<file path="src/rtl/alu_pkg.sv">
// alu_pkg: shared types and defaults for the ALU result mux pipeline.
package alu_pkg;
   localparam int ALU_WIDTH_DEFAULT   = 32;
   localparam int ALU_NUM_SRC_DEFAULT = 3;
   typedef logic [ALU_WIDTH_DEFAULT-1:0] alu_data_t;
   typedef enum logic [1:0] {BUF_EMPTY, BUF_ONE, BUF_TWO} buf_state_e;
endpackage

</file>
<file path="src/rtl/alu_skid_buf.sv">
// alu_skid_buf: 2-entry valid/ready skid buffer; in_ready decodes only registered state.
module alu_skid_buf import alu_pkg::*; #(
   parameter int W = 33
) (
   input  logic         clk,
   input  logic         rst_n,
   input  logic         in_valid,
   output logic         in_ready,
   input  logic [W-1:0] in_data,
   output logic         out_valid,
   input  logic         out_ready,
   output logic [W-1:0] out_data
);
   buf_state_e state, state_nx;
   logic [W-1:0] main_q, skid_q;
   logic acc, xfer, load_main, load_skid;
   assign in_ready  = state != BUF_TWO;
   assign out_valid = state != BUF_EMPTY;
   assign out_data  = main_q;
   always_comb begin
      acc       = in_valid && in_ready;
      xfer      = out_valid && out_ready;
      state_nx  = state == BUF_EMPTY ? (acc ? BUF_ONE : BUF_EMPTY)
                : state == BUF_ONE   ? (acc && !xfer ? BUF_TWO : (!acc && xfer ? BUF_EMPTY : BUF_ONE))
                : (xfer ? BUF_ONE : BUF_TWO);
      load_main = (acc && (state == BUF_EMPTY || xfer)) || (state == BUF_TWO && xfer);
      load_skid = acc && state == BUF_ONE && !xfer;
   end
   always_ff @(posedge clk) begin
      if (!rst_n) begin
         state  <= BUF_EMPTY;
         main_q <= '0;
         skid_q <= '0;
      end else begin
         state <= state_nx;
         if (load_main) main_q <= state == BUF_TWO ? skid_q : in_data;
         if (load_skid) skid_q <= in_data;
      end
   end
endmodule

</file>
<file path="src/rtl/alu_result_mux_pipe.sv">
// alu_result_mux_pipe: OR-combine of enabled ALU sources behind a skid-buffered handshake.
// Define ALU_RESULT_MUX_ONEHOT_CHECK_EN to flag non-one-hot selects on out_err/err_sticky.
module alu_result_mux_pipe import alu_pkg::*; #(
   parameter int WIDTH   = ALU_WIDTH_DEFAULT,
   parameter int NUM_SRC = ALU_NUM_SRC_DEFAULT
) (
   input  logic                     clk,
   input  logic                     rst_n,
   input  logic                     in_valid,
   output logic                     in_ready,
   input  logic [NUM_SRC-1:0]       en,
   input  logic [NUM_SRC*WIDTH-1:0] in_data,
   output logic                     out_valid,
   input  logic                     out_ready,
   output logic [WIDTH-1:0]         out_data,
   output logic                     out_err,
   output logic                     err_sticky
);
   logic [WIDTH-1:0] data;
   always_comb begin
      data = '0;
      for (int i = 0; i < NUM_SRC; i++) data |= en[i] ? in_data[i*WIDTH +: WIDTH] : '0;
   end
`ifdef ALU_RESULT_MUX_ONEHOT_CHECK_EN
   logic bad, sticky;
   logic [WIDTH:0] q;
   assign bad = !$onehot(en);
   alu_skid_buf #(.W(WIDTH + 1)) u_buf (
      .clk(clk), .rst_n(rst_n), .in_valid(in_valid), .in_ready(in_ready), .in_data({bad, data}),
      .out_valid(out_valid), .out_ready(out_ready), .out_data(q)
   );
   assign out_data   = q[WIDTH-1:0];
   assign out_err    = q[WIDTH];
   assign err_sticky = sticky;
   always_ff @(posedge clk) begin
      if (!rst_n) sticky <= 1'b0;
      else if (in_valid && in_ready && bad) sticky <= 1'b1;
   end
`else
   alu_skid_buf #(.W(WIDTH)) u_buf (
      .clk(clk), .rst_n(rst_n), .in_valid(in_valid), .in_ready(in_ready), .in_data(data),
      .out_valid(out_valid), .out_ready(out_ready), .out_data(out_data)
   );
   assign out_err    = 1'b0;
   assign err_sticky = 1'b0;
`endif
endmodule
</file>
<file path="config.mk">
export PLATFORM = sky130hd
export DESIGN_NAME = alu_result_mux_pipe
export DESIGN_NICKNAME = d
export VERILOG_FILES = /design/src/rtl/alu_pkg.sv /design/src/rtl/alu_skid_buf.sv /design/src/rtl/alu_result_mux_pipe.sv
export SDC_FILE = /design/constraint.sdc
export NUM_CORES = 1
export LEC_CHECK = 0
export ABC_AREA = 1
export CAP_MARGIN = 20
export CORE_ASPECT_RATIO = 1.4
export CORE_UTILIZATION = 51
export CTS_BUF_LIST = sky130_fd_sc_hd__clkbuf_2
export CTS_CLUSTER_SIZE = 16
export DETAILED_ROUTE_END_ITERATION = 8
export PLACE_DENSITY = 0.95
export SYNTH_ARGS = -nofsm -noshare
export SYNTH_HDL_FRONTEND = slang
export SYNTH_SLANG_ARGS = --single-unit
</file>
<file path="constraint.sdc">
create_clock -name clk -period 1.8 [get_ports clk]
set_input_delay 0.27 -clock clk [delete_from_list [all_inputs] [get_ports clk]]
set_output_delay 0.27 -clock clk [all_outputs]
set_load 0.02 [all_outputs]
</file>
Yosys cells after proc, flatten, opt, wreduce, memory -nomap -nowiden
Cells that the tools add are included.

Bits of input ports: 103. Output and inout bits: 36. Register bits after elaboration: 66. Word-level logic and storage cells: 32.

Multiplexer cells: 10. Reductions and logical operators: 14. Bitwise operators: 2. Eq/ne operators: 3.

Operator list (number): $mux 32 (4); $or 32x32->32 (2); $logic_and 1x1->1 (8); $mux 2 (4); $eq 2x1->1 const B (1); $eq 2x2->1 const B (1); $logic_not 1->1 (2); $logic_not 2->1 (1); $logic_or 1x1->1 (2); $mux 1 (2); $ne 2x2->1 const B (1); $reduce_bool 2->1 (1).

Logic depth before layout (Yosys ltp)
Depth in word-level cells: 8. Depth in mapped cells: 9. Mapped depth without buffers: 7.

By module
A second synthesis with hierarchy kept.

Cell total of the unflattened synthesis: 605. Area total of the unflattened synthesis: 3741.1 um^2.

By module, submodules not included: alu_skid_buf (area an instance 2940.3 um^2, instances 1, cells an instance 465, seq. area each 1321.3 um^2); alu_result_mux_pipe (area an instance 800.8 um^2, instances 1, cells an instance 140, seq. area each 0.0 um^2).

Worst setup path after synthesis
OpenSTA, ideal clock, no wires.

Path kind: register -> register. Start point: register u_buf.state[1]. End point: register u_buf.main_q[10], in the netlist u_buf.out_data[10]. Arrival time: 1.070 ns. Slack: 0.618 ns. Setup time: 0.112 ns. Required time: 1.688 ns. Buffers on the path: 2. Stages on the path, launching flop included: 9. Period minus slack after synthesis: 1.182 ns. Path through: dfxtp_1 buf_4 inv_4 nand2_4 nand2_4 buf_2 nand3_1 nor2_1 nor2_1.

Cells in the longest elaborated chain, start to end: 5. Elaborated cells on any way between the ends: 11. Those cells by class: eq/ne (2); mux (1); reduce/logical (8).

RTL lines: start: declaration (line alu_skid_buf.sv:14) `buf_state_e state, state_nx;`; start signal: assignment (line alu_skid_buf.sv:35) `state <= state_nx;`; $reduce_bool 2->1 (*) (line alu_skid_buf.sv:18) `assign out_valid = state != BUF_EMPTY;`; named net out_valid (line alu_result_mux_pipe.sv:13) `output logic out_valid,`; $logic_and 1x1->1 (*) (line alu_skid_buf.sv:22) `xfer = out_valid && out_ready;`; $logic_or 1x1->1 (line alu_skid_buf.sv:26) `load_main = (acc && (state == BUF_EMPTY || xfer)) || (state == BUF_TWO && xfer);`; $logic_and 1x1->1 (line alu_skid_buf.sv:26); $logic_or 1x1->1 (*) (line alu_skid_buf.sv:26); end signal: assignment (line alu_skid_buf.sv:36) `if (load_main) main_q <= state == BUF_TWO ? skid_q : in_data;`; end: declaration (line alu_skid_buf.sv:15) `logic [W-1:0] main_q, skid_q;`.

The timed path passes the listed nets; every way through them passes the cells marked *. A chain may end at the register's enable or synchronous reset.

Final worst setup path
Start point: register u_buf.state[0]. End point: output port in_ready.

Cells in the longest elaborated chain, start to end: 1.

RTL lines: $ne 2x2->1 (line alu_skid_buf.sv:17) `assign in_ready = state != BUF_TWO;`; end: declaration (line alu_result_mux_pipe.sv:10) `output logic in_ready,`.

No other way between the ends.

==> reports/results.txt <==
Post-synthesis register bit count: 66. For the worst setup path, the data arrival time is 1.33 ns. Across every metal layer, demand over resource in global routing totals 29.2%. The total count of hold-check failures in the final report is 0, and the weighted congestion reported at the end of routability-driven placement is 0.853.

Of the cells placed in the final design, the portion with a size suffix greater than 1 is 5.32%. The cell count after synthesis came out at 702. The floorplan has 37 rows.

Summing over every cut layer, the via total after detailed routing is 4574. Entering global routing, the biggest net connects 66 pins. In this run the power density over the cells is 620 mW/mm2. Sorting the synthesized cells by area gives the leading types as dfxtp_1 33%, nand2_1 24%, nor2_1 12%, nand3_1 12%, inv_1 9.4%.

After clock tree synthesis, the flow added hold-fix buffers numbering 0. Setup repair after global routing left no endpoint under its margin. In the routed design, unresolved DRC markers number 0. The I/O pin total is 139, and the largest fanout on the critical path is 15.

Post-route setup TNS: 0 ns. The total area inside the core boundary comes to 0.00745 mm2. For the final antenna-violating net count, the log shows 0. Root buffer cell: clkbuf_2. The run gives 7 as the first-pass iteration count of the detailed router. Summed over all nets, the half-perimeter wirelength after detailed placement is 7990 um. Summing all flip-flop and latch instances after layout gives 0.00133 mm2. Buffers added to address setup during post-CTS repair amount to 0. The floorplan die area was 0.00812 mm2; the starting density of the core was 53.1%. The category of the worst setup path launch point is a register.

The worst reg-to-reg setup slack came out at 0.36 ns. In this run the worst hold path is classified as input pin to register. The analysis attributes to cell leakage a power of 3.17 nW.

The post-detailed-route via-to-cell ratio was 4.95. In the final design database the tool counted 925 nets. The maximum clock insertion buffer count was 2. The slowest stage of the critical path belongs to the cell dfxtp_4. The clock tree synthesis step divided the H-tree into 3 levels. The worst path uses 89.0% of the clock period. The flow ran to the end, and the final reports show no timing, DRC or antenna violations.

For the clock insertion delay at the later pin of the skew report, the log shows 0.54 ns. The largest total area in the synthesized netlist belongs to dfxtp_1. In this run, CTS created clock tree buffers numbering 9. Setup violations remaining at the end of the flow were counted as 0. The clock slew at the register clock pins of the worst setup and hold paths is 0.19 ns, and the filler cell count in the final layout is 587. In the final layout, the multi-input gates occupy 0.00203 mm2.

Across the VDD grid, the largest voltage drop is 0.000381 V. The top achievable clock speed is 624 MHz, and the required arrival time at the worst endpoint is 1.53 ns. Each instance of the synthesized netlist takes up on average 5.64 um2.

Of the synthesized area, sequential elements account for 33.4%. The critical path buffer and inverter count is 2, and the number of max-cap violations is 0. Counting distinct cell types in the post-synthesis netlist gives 15. TritonCTS built the clock tree. The via count of the first global-routing pass was 4385. The run gives 0.00396 mm2 as the netlist area before placement. The count of placed standard cells in the final layout, fillers left out is 924, and the total global routing overflow is 0. The die span in y works out to 106 um. Shortest period the worst path allows: 1.60 ns. The initial antenna violation count was 0; the worst setup skew after layout was 0.0205 ns. The final-report max-slew violation count came out at 0. The first global-routing pass estimated 18700 um of wire.

0 antenna diodes ended up in the layout. The number of placed instances, taps included, is 908. The detailed router finished its first iteration with 499 violations.

The worst setup path is captured at an output port. After detailed routing, the average wire length per cell comes to 12.1 um. In this design, the largest share of critical-path delay is due to flip-flops. For this run, the number of Yosys warnings is 0. The die width is 76.5 um, and the area added between synthesis and finish is 39.3%. Of the post-synthesis cell area, the dominant cell type holds 33.4%. Clock sink count: 66.

The setup path with the least slack is of type register to output port. In this design, the stage delay of the slowest critical-path cell is 0.44 ns. The routed design has 11200 um of wire. Walking the worst path, the cells encountered are inv_8 -> nand2_4 -> clkbuf_2. Port buffering added 136 buffers.
## final cells by class
cell class,instances,area share [%]
clock inverters,7,0.840
well taps,97,2.20
flip-flops and latches,66,24.1
inverters,101,7.06
repair buffers,151,28.2
clock buffers,9,0.817
multi-input cells,493,36.8
## routing by layer
layer  wire [um]  vias up  GRT usage (%)  part of all wire (%)
li1            -     2312              -                     -
met3         745       30           6.70                   6.6
met1        4160     2017           30.7                    37
met5           0        -              0                     0
met2        5990      215           54.4                    53
met4         310        0           13.2                   2.8
## state kept, by name, summed over array words and instances (netlist names)
register,count
u_buf.skid_q,32
u_buf.state,2
u_buf.out_data,32
## path summary, 6_finish.rpt
| check | startpoint | end | cells past startpoint |
|---|---|---|---|
| max | u_buf.state[0]$_SDFF_PN0_ | in_ready | 3 |
| min | rst_n | u_buf.out_data[13]$_SDFFE_PN0P_ | 4 |
| max reg2reg | u_buf.state[0]$_SDFF_PN0_ | u_buf.out_data[0]$_SDFFE_PN0P_ | 7 |
| min reg2reg | u_buf.out_data[20]$_SDFFE_PN0P_ | u_buf.out_data[20]$_SDFFE_PN0P_ | 4 |
## repair_timing
item / CTS / global route
endpoints found under the setup margin: 15 / 21
endpoints found under the hold margin: 0 / 0
resized for setup: 19 / 25
cloned: 0 / 0
## cells in the final DEF, fill, tap and decap left out
cell	n
conb_1	2
inv_4	1
clkdlybuf4s50_1	101
nand3_1	97
dfxtp_4	2
dlygate4sd2_1	13
clkinvlp_4	3
nor2_1	130
buf_4	10
clkinv_2	3
clkinv_4	1
nand2_4	5
dlymetal6s2s_1	19
inv_1	99
clkbuf_2	11
buf_12	5
dfxtp_1	64
o211ai_1	1
inv_8	1
buf_2	1
nand4_4	1
nand2_1	257
## where the power goes
| part | internal [mW] | total, mW | switching, mW |
|---|---|---|---|
| logic | 0.490 | 1.05 | 0.559 |
| clock network | 0.174 | 0.749 | 0.575 |
| registers | 1.56 | 1.62 | 0.0559 |
## cells in the mapped netlist
cell      number
buf_1          4
buf_2         24
buf_4          3
buf_6          3
clkbuf_1       9
conb_1         1
dfxtp_1       66
inv_1         99
inv_4          2
nand2_1      257
nand2_4        5
nand3_1       97
nand4_4        1
nor2_1       130
o211ai_1       1
## cell families (layout without fill, tap and decap cells)
family	Yosys count	count (layout)	synth area share, %
other	1	2	0.0948
flip-flops	66	66	33.4
AO/OA/AOI/OAI	1	1	0.190
AND/OR/NAND/NOR	490	490	50.9
buffers and inverters	144	268	15.4
## metrics by stage
step / util [%] / hold WS (ns) / cell area (um2) / worst slack (ns) / power [mW]
2_1_floorplan: - / 0.458 / 3960 / 0.618 / 2.23
3_3_place_gp: 72.3 / 0.496 / 5390 / 0.147 / 2.69
3_5_place_dp: 72.3 / 0.506 / 5390 / 0.0831 / 2.73
4_1_cts: 73.4 / 0.180 / 5470 / 0.00517 / 3.43
5_1_grt: 74.0 / 0.146 / 5510 / 0.117 / 3.64
6_report: 74.0 / 0.187 / 5510 / 0.198 / 3.42
## worst register-to-register path, stage by stage, from the launching register on
cell     delay, ns
dfxtp_4       0.42
inv_8         0.11
nand2_4       0.08
nand2_4       0.19
nand2_4       0.26
nand2_1       0.13
nand2_1       0.06
nor2_1        0.14
No activity file was read; power rests on OpenSTA's default activity.
